--- config.mk ---
export PLATFORM = sky130hd
export DESIGN_NAME = timer_sequencer
export DESIGN_NICKNAME = d
export VERILOG_FILES = /design/src/rtl/timer_seq_pkg.sv /design/src/rtl/timer_sequencer_pattern_detect.sv /design/src/rtl/timer_sequencer.sv
export SDC_FILE = /design/constraint.sdc
export NUM_CORES = 1
export LEC_CHECK = 0
export ABC_AREA = 0
export BUFFER_PORTS_ARGS = -buffer_cell sky130_fd_sc_hd__buf_2
export CAP_MARGIN = 5
export CORE_MARGIN = 2
export CORE_UTILIZATION = 45
export CTS_CLUSTER_SIZE = 8
export DETAILED_ROUTE_END_ITERATION = 10
export SYNTH_ARGS = -nofsm -noshare
export SYNTH_HDL_FRONTEND = slang
export SYNTH_HIERARCHICAL = 1
export SYNTH_SLANG_ARGS = --single-unit
--- constraint.sdc ---
create_clock -name clk -period 3 [get_ports clk]
set_input_delay 0 -clock clk [delete_from_list [all_inputs] [get_ports clk]]
set_output_delay 0 -clock clk [all_outputs]
set_load 0.01 [all_outputs]
--- src/rtl/timer_seq_pkg.sv ---
// Shared types and defaults for the timer sequencer.
// Optional abort input: TIMER_SEQ_ABORT_EN.
package timer_seq_pkg;

  typedef enum logic [1:0] {
    SEARCH,
    SHIFT,
    COUNT,
    DONE
  } state_t;

  localparam logic [3:0] PATTERN_DEF    = 4'b1101;
  localparam int         DELAY_BITS_DEF = 4;
  localparam int         TICKS_DEF      = 1000;

  function automatic logic is_active(input state_t s);
    return s != SEARCH;
  endfunction

endpackage

--- src/rtl/timer_sequencer_pattern_detect.sv ---
// Serial start-pattern detector: 4-bit window = 3 stored bits + live bit.
// Overlapping matches are found because the history keeps shifting.
module pattern_detect
  import timer_seq_pkg::*;
#(
  parameter logic [3:0] PATTERN = PATTERN_DEF
) (
  input  logic clk,
  input  logic reset,
  input  logic i_en,
  input  logic i_clr,
  input  logic i_data,
  output logic o_match
);

  logic [2:0] r_hist;
  logic [3:0] w_window;

  assign w_window = {r_hist, i_data};
  assign o_match  = i_en && (w_window == PATTERN);

  always_ff @(posedge clk or posedge reset) begin
    if (reset) begin
      r_hist <= '0;
    end else if (i_clr) begin
      r_hist <= '0;
    end else if (i_en) begin
      r_hist <= w_window[2:0];
    end
  end

endmodule

--- src/rtl/timer_sequencer.sv ---
// Sequencer for the shift/down-count timer datapath.
// Define TIMER_SEQ_ABORT_EN to add the abort input.
module timer_sequencer
  import timer_seq_pkg::*;
#(
  parameter logic [3:0] PATTERN        = PATTERN_DEF,
  parameter int         DELAY_BITS     = DELAY_BITS_DEF,
  parameter int         TICKS_PER_UNIT = TICKS_DEF
) (
  input  logic                  clk,
  input  logic                  reset,
  input  logic                  data,
  input  logic                  ack,
`ifdef TIMER_SEQ_ABORT_EN
  input  logic                  abort,
`endif
  input  logic [DELAY_BITS-1:0] q_in,
  output logic                  shift_ena,
  output logic                  count_ena,
  output logic                  counting,
  output logic                  done
);

  localparam int PW = $clog2(TICKS_PER_UNIT);
  localparam int BW = $clog2(DELAY_BITS + 1);

  localparam logic [PW-1:0] P_LAST = PW'(TICKS_PER_UNIT - 1);
  localparam logic [BW-1:0] B_LAST = BW'(DELAY_BITS - 1);

  state_t r_state;
  state_t w_next;

  logic [PW-1:0] r_presc;
  logic [BW-1:0] r_bits;

  logic w_abort;
  logic w_match;
  logic w_term;
  logic w_zero;

`ifdef TIMER_SEQ_ABORT_EN
  assign w_abort = abort && is_active(r_state);
`else
  assign w_abort = 1'b0;
`endif

  assign w_term = (r_presc == P_LAST);
  assign w_zero = (q_in == '0);

  pattern_detect #(
    .PATTERN (PATTERN)
  ) u_detect (
    .clk     (clk),
    .reset   (reset),
    .i_en    (r_state == SEARCH),
    .i_clr   (r_state != SEARCH),
    .i_data  (data),
    .o_match (w_match)
  );

  always_comb begin
    w_next = r_state;
    unique case (r_state)
      SEARCH: if (w_match) w_next = SHIFT;
      SHIFT:  if (r_bits == B_LAST) w_next = COUNT;
      COUNT:  if (w_term && w_zero) w_next = DONE;
      DONE:   if (ack) w_next = SEARCH;
      default: w_next = SEARCH;
    endcase
    if (w_abort) w_next = SEARCH;
  end

  always_ff @(posedge clk or posedge reset) begin
    if (reset) begin
      r_state <= SEARCH;
    end else begin
      r_state <= w_next;
    end
  end

  // Both counters restart from zero on every entry into their state.
  always_ff @(posedge clk or posedge reset) begin
    if (reset) begin
      r_bits <= '0;
    end else if (r_state != SHIFT || w_next != SHIFT) begin
      r_bits <= '0;
    end else begin
      r_bits <= r_bits + BW'(1);
    end
  end

  always_ff @(posedge clk or posedge reset) begin
    if (reset) begin
      r_presc <= '0;
    end else if (r_state != COUNT || w_next != COUNT) begin
      r_presc <= '0;
    end else if (w_term) begin
      r_presc <= '0;
    end else begin
      r_presc <= r_presc + PW'(1);
    end
  end

  assign shift_ena = (r_state == SHIFT);
  assign counting  = (r_state == COUNT);
  assign done      = (r_state == DONE);
  assign count_ena = counting && w_term && !w_zero && !w_abort;

endmodule
======== Yosys cells after proc, flatten, opt, wreduce, memory -nomap -nowiden ========
Cells that the tools add are included.
storage, ports and cells
  output and inout bits ................... 4
  RAM bits ................................ 0
  memories kept ........................... 0
  bits of input ports ..................... 8
  ROM bits ................................ 0
  bits in registers ....................... 18
  word-level logic and storage cells ...... 37
  latch bits .............................. 0
cells by class
  equality and inequality tests ........... 10
  shift operators ......................... 0
  $add $sub $neg .......................... 2
  div/mod/pow operators ................... 0
  bitwise gates (word level) .............. 0
  order comparisons ....................... 0
  reduce and logical (&&, ||, !) cells .... 11
  $mul .................................... 0
  multiplexer cells ....................... 10
operators by type and width
  operator                                             number
  two-way mux 10 bit                                   2
  adder 10 x 1 -> 10 bit, second input constant        1
  equality test 10 bit, second input constant          1
  two-way mux 3 bit                                    3
  two-way mux 2 bit                                    4
  one-hot mux 2 bit (4 select lines)                   1
  equality test 2 bit, second input constant           2
  equality test 4 bit, second input constant           1
  logical AND 1 bit                                    4
  logical NOT 4 bit                                    1
  != test 2 x 1 -> 1 bit, second input constant        2
  != test 2 bit, second input constant                 2
  nonzero test 2 bit                                   2
  adder 3 x 1 -> 3 bit, second input constant          1
  equality test 3 x 2 -> 1 bit, second input constant  1
  equality test 2 x 1 -> 1 bit, second input constant  1
  logical NOT 2 bit                                    1
  logical OR 1 bit                                     2
  logical NOT 1 bit                                    1

======== Depth between registers and ports, before layout ========
Gate-level depths: netlist of run 1.
  depth after elaboration ................. 7
  mapped depth ............................ 6

======== By module ========
The synthesis of run 1 kept the hierarchy.
modules (own cells, without submodules)
  module           times used  sequential area each (um2)  cells an instance  area an instance (um2)
  timer_sequencer  1           375.4                       81                 775.7
  pattern_detect   1           75.1                        13                 135.1

======== Least setup slack after synthesis of run 1 ========
Ideal clock, no wire load.
  kind .................................... reg2reg
  start ................................... reg r_presc[0]
  end ..................................... reg r_presc[5]
  clock period less this slack ............ 1.341 ns
  cell stages (with the launch flop) ...... 5
  setup slack ............................. 1.659 ns
  setup time .............................. 0.077 ns
  data required time ...................... 2.923 ns
  arrival time ............................ 1.263 ns
  path through ............................ dfrtp_1 ha_1 and4bb_2 a31o_2 a21oi_1
on the way
  cells in the longest elaborated chain, start to end .. 7
RTL lines
  what                                RTL line                text
  start: declaration                  timer_sequencer.sv:33   logic [PW-1:0] r_presc;
  start signal: assignment            timer_sequencer.sv:100  r_presc <= r_presc + PW'(1);
  equality test 10 bit                timer_sequencer.sv:47   assign w_term = (r_presc == P_LAST);
  logical AND 1 bit                   timer_sequencer.sv:66   COUNT: if (w_term && w_zero) w_next = DONE;
  two-way mux 2 bit                   timer_sequencer.sv:66
  one-hot mux 2 bit (4 select lines)  timer_sequencer.sv:63   unique case (r_state)
  != test 2 bit                       timer_sequencer.sv:95   end else if (r_state != COUNT || w_next != COUNT) begin
  logical OR 1 bit                    timer_sequencer.sv:95
  two-way mux 10 bit *                timer_sequencer.sv:95
Mark *: on every way between the ends. The rest lies on a longest branch, timed or not.
A chain may end at the register's enable or synchronous reset.

======== Worst setup path in the final report of run 1 ========
  start ................................... reg r_presc[0]
  end ..................................... out count_ena
on the way
  cells in the longest elaborated chain, start to end .. 3
RTL lines
  what                            RTL line                text
  equality test 10 bit            timer_sequencer.sv:47
  logical AND 1 bit (2 in a row)  timer_sequencer.sv:107  assign count_ena = counting && w_term && !w_zero && !w_abort;
  end: declaration                timer_sequencer.sv:19   output logic count_ena,
Every way passes these cells.

==> impl_metrics.py, run 1 <==
metrics = {
    "power": {
        "swShare": 0.201,
        "sequentialPowerShare": 0.600,
        "pwr-share-comb": 0.034,
        "p_per_area_nw_per_um2": 379,
        "power.internal_w": 0.000323,
        "vdd_drop_max_uv": 206,
        "p_leak_nw": 0.456,
        "switchingPower_w": 0.0000812,
        "clock_power_share": 0.366,
    },
    "critical_path": {
        "worstPathRequired_ns": 3.00,
        "r2r_slack_ns": 1.52,
        "cp.arrival_ns": 1.66,
        "timing.rr.start": "r_presc[0]",
        "crit_start": "r_presc[0]",
        "crit_path_max_fanout": 6,
        "endpoint": "count_ena",
        "startpoint_type": "flip-flop",
        "reg2reg_depth": 4,
        "r2r_end": "r_presc[6]",
        "end_kind": "output port",
        "path_class": "reg -> out",
    },
    "place": {
        "port_buffers": 11,
        "place_inst": 132,
        "dpl.hpwl_um": 1160,
        "routabilityCongestion": 0.771,
    },
    "sta": {
        "fin_skew_ns": 0.00562,
        "min_period_ns": 1.66,
        "relSlewSlack": 0.616,
        "fin_crit_sh": 0.554,
        "fin_tns_setup_ns": 0,
        "report.final.slew_viol_count": 0,
        "rsz0062_at_grt": "false",
        "fmax_mhz": 602,
        "tightest_slew_ns": 0.575,
        "hold_viol_final": 0,
        "finalSetupViolations": 0,
    },
    "cells_and_area": {
        "num-nets-final": 124,
        "final_common_cell": "dfrtp_1",
        "instances_no_fill": 139,
        "n_fill_cell": 189,
        "layout_common_cells": "dfrtp_1 (18), nor2_1 (15), buf_2 (11)",
        "drive_above_1_share": 0.188,
        "diodes": 0,
        "area_growth_pct": 17.0,
    },
    "global_routing": {
        "antenna_found_initial": 0,
        "track_usage": 0.158,
        "grt_pass1_vias": 715,
        "grt_max_degree": 16,
        "overflow": 0,
        "grt_pass1_wl_um": 2940,
    },
    "yosys": {
        "synth_area_um2": 911,
        "yosysWarnings": 6,
        "synth_mux_area_frac": 0.0330,
        "syn_avg_cell_area_um2": 9.69,
        "synth_top_family_by_area": "simple AND/OR/NAND/NOR gates",
        "synth-simple-area-share": 0.253,
        "syn_inst": 94,
        "synth_cell_type_count": 31,
        "synth-seq-area-share": 0.495,
        "synth_compound_area_frac": 0.113,
        "synth_nets": 105,
        "synth_xor_xnor_area_share": 0.0288,
        "synthAdderAreaFrac": 0.0412,
        "ys_seq_elements": 18,
    },
    "clock_tree": {
        "cts_root_buffer": "clkbuf_4",
        "cts_made_buffers": 3,
        "cts.path.max_buffers": 2,
        "cts-resized-gates": 0,
        "tritoncts": "done",
        "clock_latency_ns": 0.29,
        "h-tree-depth": 1,
        "cts_sinks": 18,
        "path_clk_slew_ns": 0.11,
    },
    "routing": {
        "drt-initial-drc-count": 32,
        "vias": 719,
        "wl_per_cell_um": 11.8,
        "drt-pass1-iter-count": 4,
        "drc": 0,
        "via_per_inst": 5.17,
        "postRouteWirelength_um": 1650,
        "ant_nets": 0,
    },
    "die": {
        "start_util": 0.469,
        "fp-row-count": 16,
        "coreArea_um2": 1940,
        "die_area_um2": 2400,
        "io_pins": 12,
        "die_height_um": 49.0,
        "die_w_um": 49.0,
    },
    "job": {
        "maxCapViolations": 0,
    },
    "hold_path": {
        "hold_class": "in -> async",
    },
    "run_status": {
        "outcome": "finished, final reports clean",
    },
}
timing repair:
item                                   4_1_cts  5_1_grt
buffers inserted                             0        0
endpoints found under the hold margin       20        0
hold buffers                                 3        0
critical path: stages (launching register included):
cell and delay (ns):
dfrtp_1 0.42, ha_1 0.29, and4bb_2 0.27, nand4_1 0.12, nor2_1 0.14, buf_2 0.14
logic make-up after synthesis:
kind of cell	Yosys count
and+or+nand+nor	42
DFF	18
AOI/OAI and AO/OA	16
buffers and inverters	9
xor gates and xnor gates	3
muxes	3
adders and majority gates	3
synth_stat cells, drive strengths merged:
cell / n / area [um^2]
xnor2: 1 / 8.76
nor2b: 1 / 6.26
nand3: 6 / 35.0
o22a: 1 / 8.76
a211oi: 2 / 15.0
a31o: 1 / 8.76
and4: 1 / 8.76
and4bb: 1 / 12.5
nand3b: 1 / 7.51
and2: 1 / 6.26
a31oi: 1 / 6.26
or2: 1 / 6.26
mux2i: 3 / 30.0
nor2: 15 / 56.3
or4: 1 / 7.51
nand2: 4 / 15.0
ha: 3 / 37.5
o211ai: 1 / 7.51
dfrtp: 18 / 450
a21oi: 6 / 30.0
o221a: 1 / 11.3
nand4: 3 / 18.8
o21ai: 3 / 15.0
inv: 9 / 33.8
nand4bb: 1 / 11.3
or3: 3 / 20.0
nand2b: 2 / 12.5
nor4: 1 / 6.26
xor2: 2 / 17.5
stage by stage:
stage	worst slack (ns)	hold slack [ns]	total power, W	util	instance area, um^2
after floorplan	1.66	-0.246	0.000252	-	911
after global placement	1.57	-0.118	0.000258	0.515	1000
after detailed placement	1.55	-0.110	0.000258	0.515	1000
after CTS	1.32	0.0970	0.000410	0.549	1070
after global routing	1.20	0.112	0.000425	0.549	1070
final	1.34	0.108	0.000404	0.549	1070
how the worst min path moves through the flow:
stage | from | end | slack, ns
after detailed placement | reset | u_detect/r_hist[0] | -0.11
after CTS | q_in[2] | r_state[0] | 0.1
after floorplan | reset | u_detect/r_hist[0] | -0.25
after global routing | reset | u_detect/r_hist[0] | 0.11
after global placement | reset | u_detect/r_hist[0] | -0.12
final | reset | u_detect/r_hist[0] | 0.11
power by group through the flow:
stage          combinational [W]  sequential, W  clock, W
3_5_place_dp           0.0000111       0.000247         0
4_1_cts                0.0000141       0.000242  0.000153
3_3_place_gp           0.0000108       0.000247         0
2_1_floorplan         0.00000471       0.000247         0
6_report               0.0000138       0.000242  0.000148
5_1_grt                0.0000161       0.000243  0.000166
area by class of cell:
| cell class | count | area (um^2) | share of cell area |
|---|---|---|---|
| Clock buffer | 4 | 36.3 | 0.0340 |
| Inverter | 9 | 33.8 | 0.0317 |
| Multi-Input combinational cell | 67 | 427 | 0.400 |
| Sequential cell | 18 | 450 | 0.423 |
| Tap cell | 27 | 33.8 | 0.0317 |
| Timing Repair Buffer | 14 | 85.1 | 0.0798 |
metal layers:
layer | vias to the layer above | global-route usage | part of all wire
met5 | - | 0 | 0
met4 | 0 | 0.0714 | 0.0085
met3 | 2 | 0.0307 | 0.030
met2 | 13 | 0.272 | 0.50
met1 | 339 | 0.191 | 0.46
li1 | 365 | - | -
registers in the layout, summed over array words and instances, names as in the netlist:
register         count
r_presc             10
r_bits               3
u_detect/r_hist      3
r_state              2
Power figures use the tool's default switching activity.
==> inputs of run 2 (changes only) <==
Settings changed: ABC_AREA 0 to 1.
Clock period 3 ns to 1.6 ns, I/O delays scaled along.
==> run 2 against run 1 <==
  * Highest routed layer unchanged
  * Clock-buffer cell count unchanged
  * Routed wire length up 12%
  * Largest cell class is now multi-input gates
  * Register-to-register slack worse by 1.3 ns
  * Sequential share of layout area down 4.3 points
  * Clock power up 87%
  * Clock skew down 0.0024 ns
  * Sequential cell count unchanged
==> impl_metrics.py, run 2 <==
metrics = {
    "yosys": {
        "synthArstFlopShare": 1.00,
        "synthTopCellsByArea": "dfrtp_1 (45%), nand2_1 (9.1%), nor2_1 (9.1%), nand3_1 (8.1%), inv_1 (7.9%)",
        "synth_top_family_by_area": "simple AND/OR/NAND/NOR gates",
        "ys_seq_elements": 18,
        "yosysWarnings": 6,
        "synth_area_um2": 992,
        "synth-seq-area-share": 0.454,
        "synth_mux_area_frac": 0,
        "synth_nets": 140,
        "synth_xor_xnor_area_share": 0.00883,
        "synth_top_area_frac": 0.454,
        "syn_avg_cell_area_um2": 7.69,
        "syn_inst": 129,
        "synth_enable_flop_cells": 0,
        "synth_common_cells": "nand2_1 (24), nor2_1 (24), inv_1 (21)",
        "synth_top_cell_by_area": "dfrtp_1",
        "synthAdderAreaFrac": 0.0378,
        "synth_cell_type_count": 20,
        "synth_ff_type": "dfrtp_1",
        "synth-simple-area-share": 0.364,
        "synth_compound_area_frac": 0.0479,
    },
    "cells_and_area": {
        "regMostFlops": "r_presc",
        "area_growth_pct": 19.7,
        "regArea_um2": 450,
        "num-nets-final": 162,
        "final_common_cell": "nand2_1",
        "reg_top3": "r_presc x10, r_bits x3, u_detect/r_hist x3",
        "n_fill_cell": 207,
        "layout_common_cells": "nand2_1 (23), nor2_1 (22), inv_1 (21)",
        "multiInputGateArea_um2": 473,
        "final_util": 0.587,
        "drive_above_1_share": 0.213,
        "diodes": 0,
        "largest_reg_flops": 10,
    },
    "clock_tree": {
        "cts_root_buffer": "clkbuf_4",
        "cts_made_buffers": 3,
        "h-tree-depth": 1,
        "clock_latency_ns": 0.29,
        "cts_sinks": 18,
        "cts.path.max_buffers": 2,
        "tritoncts": "done",
        "path_clk_slew_ns": 0.10,
    },
    "sta": {
        "report.final.slew_viol_count": 0,
        "fmax_mhz": 678,
        "min_period_ns": 1.47,
        "fin_crit_sh": 0.922,
        "fin_skew_ns": 0.00321,
        "tightest_slew_ns": 0.574,
        "worst_slack_ns": 0.125,
        "hold_viol_final": 0,
        "finalSetupViolations": 0,
        "relSlewSlack": 0.617,
    },
    "global_routing": {
        "global_route.usage.met1": 0.180,
        "use_met2": 0.305,
        "grt_pass1_wl_um": 3180,
        "overflow": 0,
        "met3_usage": 0.0351,
        "grt.busiest_layer": "met2",
        "grt_pass1_vias": 785,
        "antenna_found_initial": 0,
        "grt_max_degree": 16,
        "track_usage": 0.163,
    },
    "critical_path": {
        "r2r_slack_ns": 0.24,
        "path_class": "reg -> out",
        "timing.rr.start": "r_presc[0]",
        "end_kind": "output port",
        "cp.arrival_ns": 1.47,
        "crit_path_max_fanout": 9,
        "worstPathRequired_ns": 1.60,
        "path_cells": "ha_1, nand2_2, nor2_4, nand2_4, nor3_1, buf_2",
        "r2r_end": "r_presc[5]",
        "startpoint_type": "flip-flop",
        "max_stage_delay_ns": 0.37,
        "crit_family": "simple AND/OR/NAND/NOR gates",
        "path_buf_inv": 1,
        "crit_slowest_cell": "dfrtp_1",
        "reg2reg_depth": 8,
    },
    "place": {
        "routabilityCongestion": 0.821,
        "dpl.hpwl_um": 1390,
        "port_buffers": 11,
        "dpl_worst_slack_ns": 0.211,
    },
    "routing": {
        "drt-initial-drc-count": 15,
        "ant_nets": 0,
        "via_per_inst": 4.74,
        "drt-pass1-iter-count": 4,
        "wl_per_cell_um": 10.4,
        "postRouteWirelength_um": 1850,
        "vias": 839,
        "drc": 0,
    },
    "die": {
        "io_pins": 12,
        "die_area_um2": 2600,
        "die_w_um": 51.0,
        "start_util": 0.491,
        "die_height_um": 51.0,
        "fp-row-count": 16,
        "coreArea_um2": 2020,
    },
    "job": {
        "maxCapViolations": 0,
    },
    "power": {
        "p_per_area_nw_per_um2": 639,
        "vdd_drop_max_uv": 520,
        "p_leak_nw": 0.648,
    },
    "hold_path": {
        "hold_class": "in -> async",
    },
    "run_status": {
        "outcome": "finished, final reports clean",
    },
}
-- run 2: cell types whose count changed after synthesis, sizes merged, moves of 2 or more --
cell    change
a211oi      -2
a21oi       -5
inv        +14
mux2i       -3
nand2      +23
nand2b      -2
nand3      +11
nor2       +13
or3         -3
xor2        -2
-- run 2: layout make-up --
cell class / count / area share
Inverter: 23 / 0.0727
Clock buffer: 4 / 0.0306
Multi-Input combinational cell: 88 / 0.398
Timing Repair Buffer: 17 / 0.0906
Sequential cell: 18 / 0.379
Tap cell: 27 / 0.0285
-- run 2: routing by layer --
metal / up-vias / part of all wire / wire length, um
li1: 444 / - / -
met1: 384 / 0.44 / 814
met5: - / 0 / 0
met2: 9 / 0.53 / 985
met3: 2 / 0.020 / 37
met4: 0 / 0.0043 / 8
-- run 2: stage by stage --
stage               power [W]  hold slack (ns)  instances  area, um^2  setup TNS (ns)
floorplan            0.000474           -0.246        129         992               0
global placement     0.000486           -0.121        168        1090               0
detailed placement   0.000486           -0.123        168        1090               0
CTS                  0.000766            0.103        176        1160               0
global route         0.000789            0.135        177        1190        -0.00889
finish               0.000758            0.108        177        1190               0
-- run 2: how the worst max path moves through the flow --
stage	from	end	slack [ns]	depth (start not counted)
6_report	r_presc[0]	count_ena	0.13	6
5_1_grt	r_presc[0]	count_ena	-0.009	6
4_1_cts	r_presc[0]	count_ena	0.03	6
3_5_place_dp	r_presc[0]	r_presc[5]	0.21	6
3_3_place_gp	r_presc[0]	r_presc[2]	0.24	6
2_1_floorplan	r_presc[0]	r_presc[2]	0.34	6
-- run 2: power by group --
part / switching (W) / leakage (nW) / internal [W]
logic: 0.0000144 / 0.395 / 0.0000125
clock network: 0.000138 / 0.0210 / 0.000138
registers: 0 / 0.232 / 0.000455
total: 0.000153 / 0.648 / 0.000606
-- run 2: kinds of logic after synthesis --
kind of cell,after synthesis
AND/OR/NAND/NOR,76
buffers and inverters,23
adder cells (fa/ha/maj),3
AO/OA/AOI/OAI,8
XOR/XNOR,1
flip-flops,18
-- run 2: worst register-to-register path, cell delays in order (launching register included) --
cell and delay (ns):
dfrtp_1 0.37, buf_4 0.11, buf_4 0.11, inv_1 0.06
nor2_1 0.19, nand2_1 0.10, o21ai_0 0.16, nand3_1 0.09
nor2_1 0.12
-- run 2: timing repair --
item / in CTS / in global routing
gates resized for setup: 1 / 4
endpoints found under the setup margin: 1 / 1
hold buffers: 3 / 0
endpoints found under the hold margin: 20 / 0
buffers inserted: 1 / 1
gates cloned: 0 / 0
==> inputs of run 3 (changes only) <==
Settings changed: RECOVER_POWER set to 50.
==> run 3 against run 2 <==
  * Clock skew is essentially flat
  * Core utilization is 0.12 points lower
  * Critical endpoint unchanged
  * Sequential power about the same
  * Worst hold slack worse by 0.017 ns
  * Sequential share of layout area is 0.080 points higher
  * First-iteration DRC count stayed put
==> impl_metrics.py, run 3 (same netlist as run 2, synthesis figures left out) <==
metrics = {
    "run_status": {
        "outcome": "finished, final reports clean",
    },
    "critical_path": {
        "startpoint_type": "flip-flop",
        "endpoint": "count_ena",
        "r2r_end": "r_presc[5]",
        "reg2reg_depth": 8,
        "cp.arrival_ns": 1.47,
        "r2r_slack_ns": 0.24,
        "crit_path_max_fanout": 9,
        "path_class": "reg -> out",
        "timing.rr.start": "r_presc[0]",
        "crit_start": "r_presc[0]",
        "end_kind": "output port",
        "worstPathRequired_ns": 1.60,
    },
    "job": {
        "maxCapViolations": 0,
    },
    "sta": {
        "hold_viol_final": 0,
        "fmax_mhz": 678,
        "finalSetupViolations": 0,
        "fin_crit_sh": 0.922,
        "tightest_slew_ns": 0.574,
        "relSlewSlack": 0.617,
        "min_period_ns": 1.47,
        "fin_tns_setup_ns": 0,
        "report.final.slew_viol_count": 0,
        "fin_skew_ns": 0.00317,
    },
    "clock_tree": {
        "h-tree-depth": 1,
        "cts_made_buffers": 3,
        "cts_sinks": 18,
        "tritoncts": "done",
        "cts_root_buffer": "clkbuf_4",
        "clock_latency_ns": 0.29,
        "path_clk_slew_ns": 0.10,
        "cts.path.max_buffers": 2,
    },
    "die": {
        "io_pins": 12,
        "die_area_um2": 2600,
        "coreArea_um2": 2020,
        "fp-row-count": 16,
        "die_w_um": 51.0,
        "die_height_um": 51.0,
        "start_util": 0.491,
    },
    "cells_and_area": {
        "instances_no_fill": 177,
        "reg_top3": "r_presc x10, r_bits x3, u_detect/r_hist x3",
        "layout_common_cells": "nand2_1 (23), nor2_1 (22), inv_1 (21)",
        "final_util": 0.586,
        "design_area_um2": 1180,
        "largest_reg_flops": 10,
        "regMostFlops": "r_presc",
        "drive_above_1_share": 0.200,
        "num-nets-final": 162,
        "diodes": 0,
        "area_growth_pct": 19.4,
        "final_common_cell": "nand2_1",
    },
    "power": {
        "clock_power_share": 0.365,
        "switchingPower_w": 0.000153,
        "swShare": 0.202,
        "p_per_area_nw_per_um2": 640,
        "power.internal_w": 0.000605,
        "pwr-share-comb": 0.035,
        "sequentialPowerShare": 0.600,
        "p_leak_nw": 0.641,
        "vdd_drop_max_uv": 520,
    },
    "routing": {
        "ant_nets": 0,
        "via_per_inst": 4.74,
        "drt-pass1-iter-count": 4,
        "wl_per_cell_um": 10.4,
        "vias": 839,
        "drc": 0,
        "postRouteWirelength_um": 1850,
        "drt-initial-drc-count": 15,
    },
    "place": {
        "dpl_cell_area_um2": 1090,
        "dpl.hpwl_um": 1390,
        "routabilityCongestion": 0.821,
        "place_inst": 168,
        "port_buffers": 11,
    },
    "global_routing": {
        "antenna_found_initial": 0,
        "overflow": 0,
        "track_usage": 0.163,
        "grt_max_degree": 16,
        "grt_pass1_wl_um": 3180,
        "grt_pass1_vias": 785,
    },
    "hold_path": {
        "hold_class": "in -> async",
    },
}
-- run 3: final cells by class --
class	instances	area, um^2
fillers	207	837
repair buffers	17	105
well taps	27	33.8
clock buffers	4	36.3
multi-input cells	88	473
flip-flops and latches	18	450
inverters	23	86.3
-- run 3: what timing repair did --
item                                   in CTS  in global routing
resized for setup                           1                  4
setup endpoints to repair                   1                  1
buffers inserted                            1                  1
endpoints found under the hold margin      20                  0
hold buffers                                3                  0
-- run 3: layer usage --
layer  vias to the layer above  track usage  wire length, um
met3                         2       0.0351               37
met4                         0       0.0541                8
met5                         -            0                0
met2                         9        0.305              985
met1                       384        0.180              815
li1                        444            -                -
-- run 3: how the worst min path moves through the flow --
stage | start | to | slack [ns] | cells past startpoint
2_1_floorplan | reset | u_detect/r_hist[0] | -0.25 | 1
3_3_place_gp | reset | u_detect/r_hist[1] | -0.12 | 2
3_5_place_dp | reset | u_detect/r_hist[0] | -0.12 | 2
4_1_cts | reset | u_detect/r_hist[0] | 0.10 | 3
5_1_grt | reset | u_detect/r_hist[2] | 0.13 | 3
6_report | reset | u_detect/r_hist[0] | 0.09 | 3
-- run 3: worst max-delay path, cell delays in order, from the launching register on --
cell and delay [ns]:
dfrtp_1 0.37, ha_1 0.20, nand2_2 0.10, nor2_4 0.14, nand2_4 0.11, nor3_1 0.13, buf_2 0.15
-- run 3: metrics by stage --
stage	total power [W]	hold slack, ns	worst slack, ns
floorplan	0.000474	-0.246	0.336
global placement	0.000486	-0.121	0.239
detailed placement	0.000486	-0.123	0.211
CTS	0.000766	0.103	0.0303
global route	0.000789	0.133	-0.00889
finish	0.000758	0.0917	0.125
-- run 3: power by group through the flow --
stage          clock network [W]  registers, W  logic (W)
2_1_floorplan                  0      0.000464  0.0000104
3_3_place_gp                   0      0.000464  0.0000222
3_5_place_dp                   0      0.000464  0.0000224
4_1_cts                 0.000284      0.000455  0.0000278
5_1_grt                 0.000302      0.000455  0.0000320
6_report                0.000277      0.000455  0.0000266
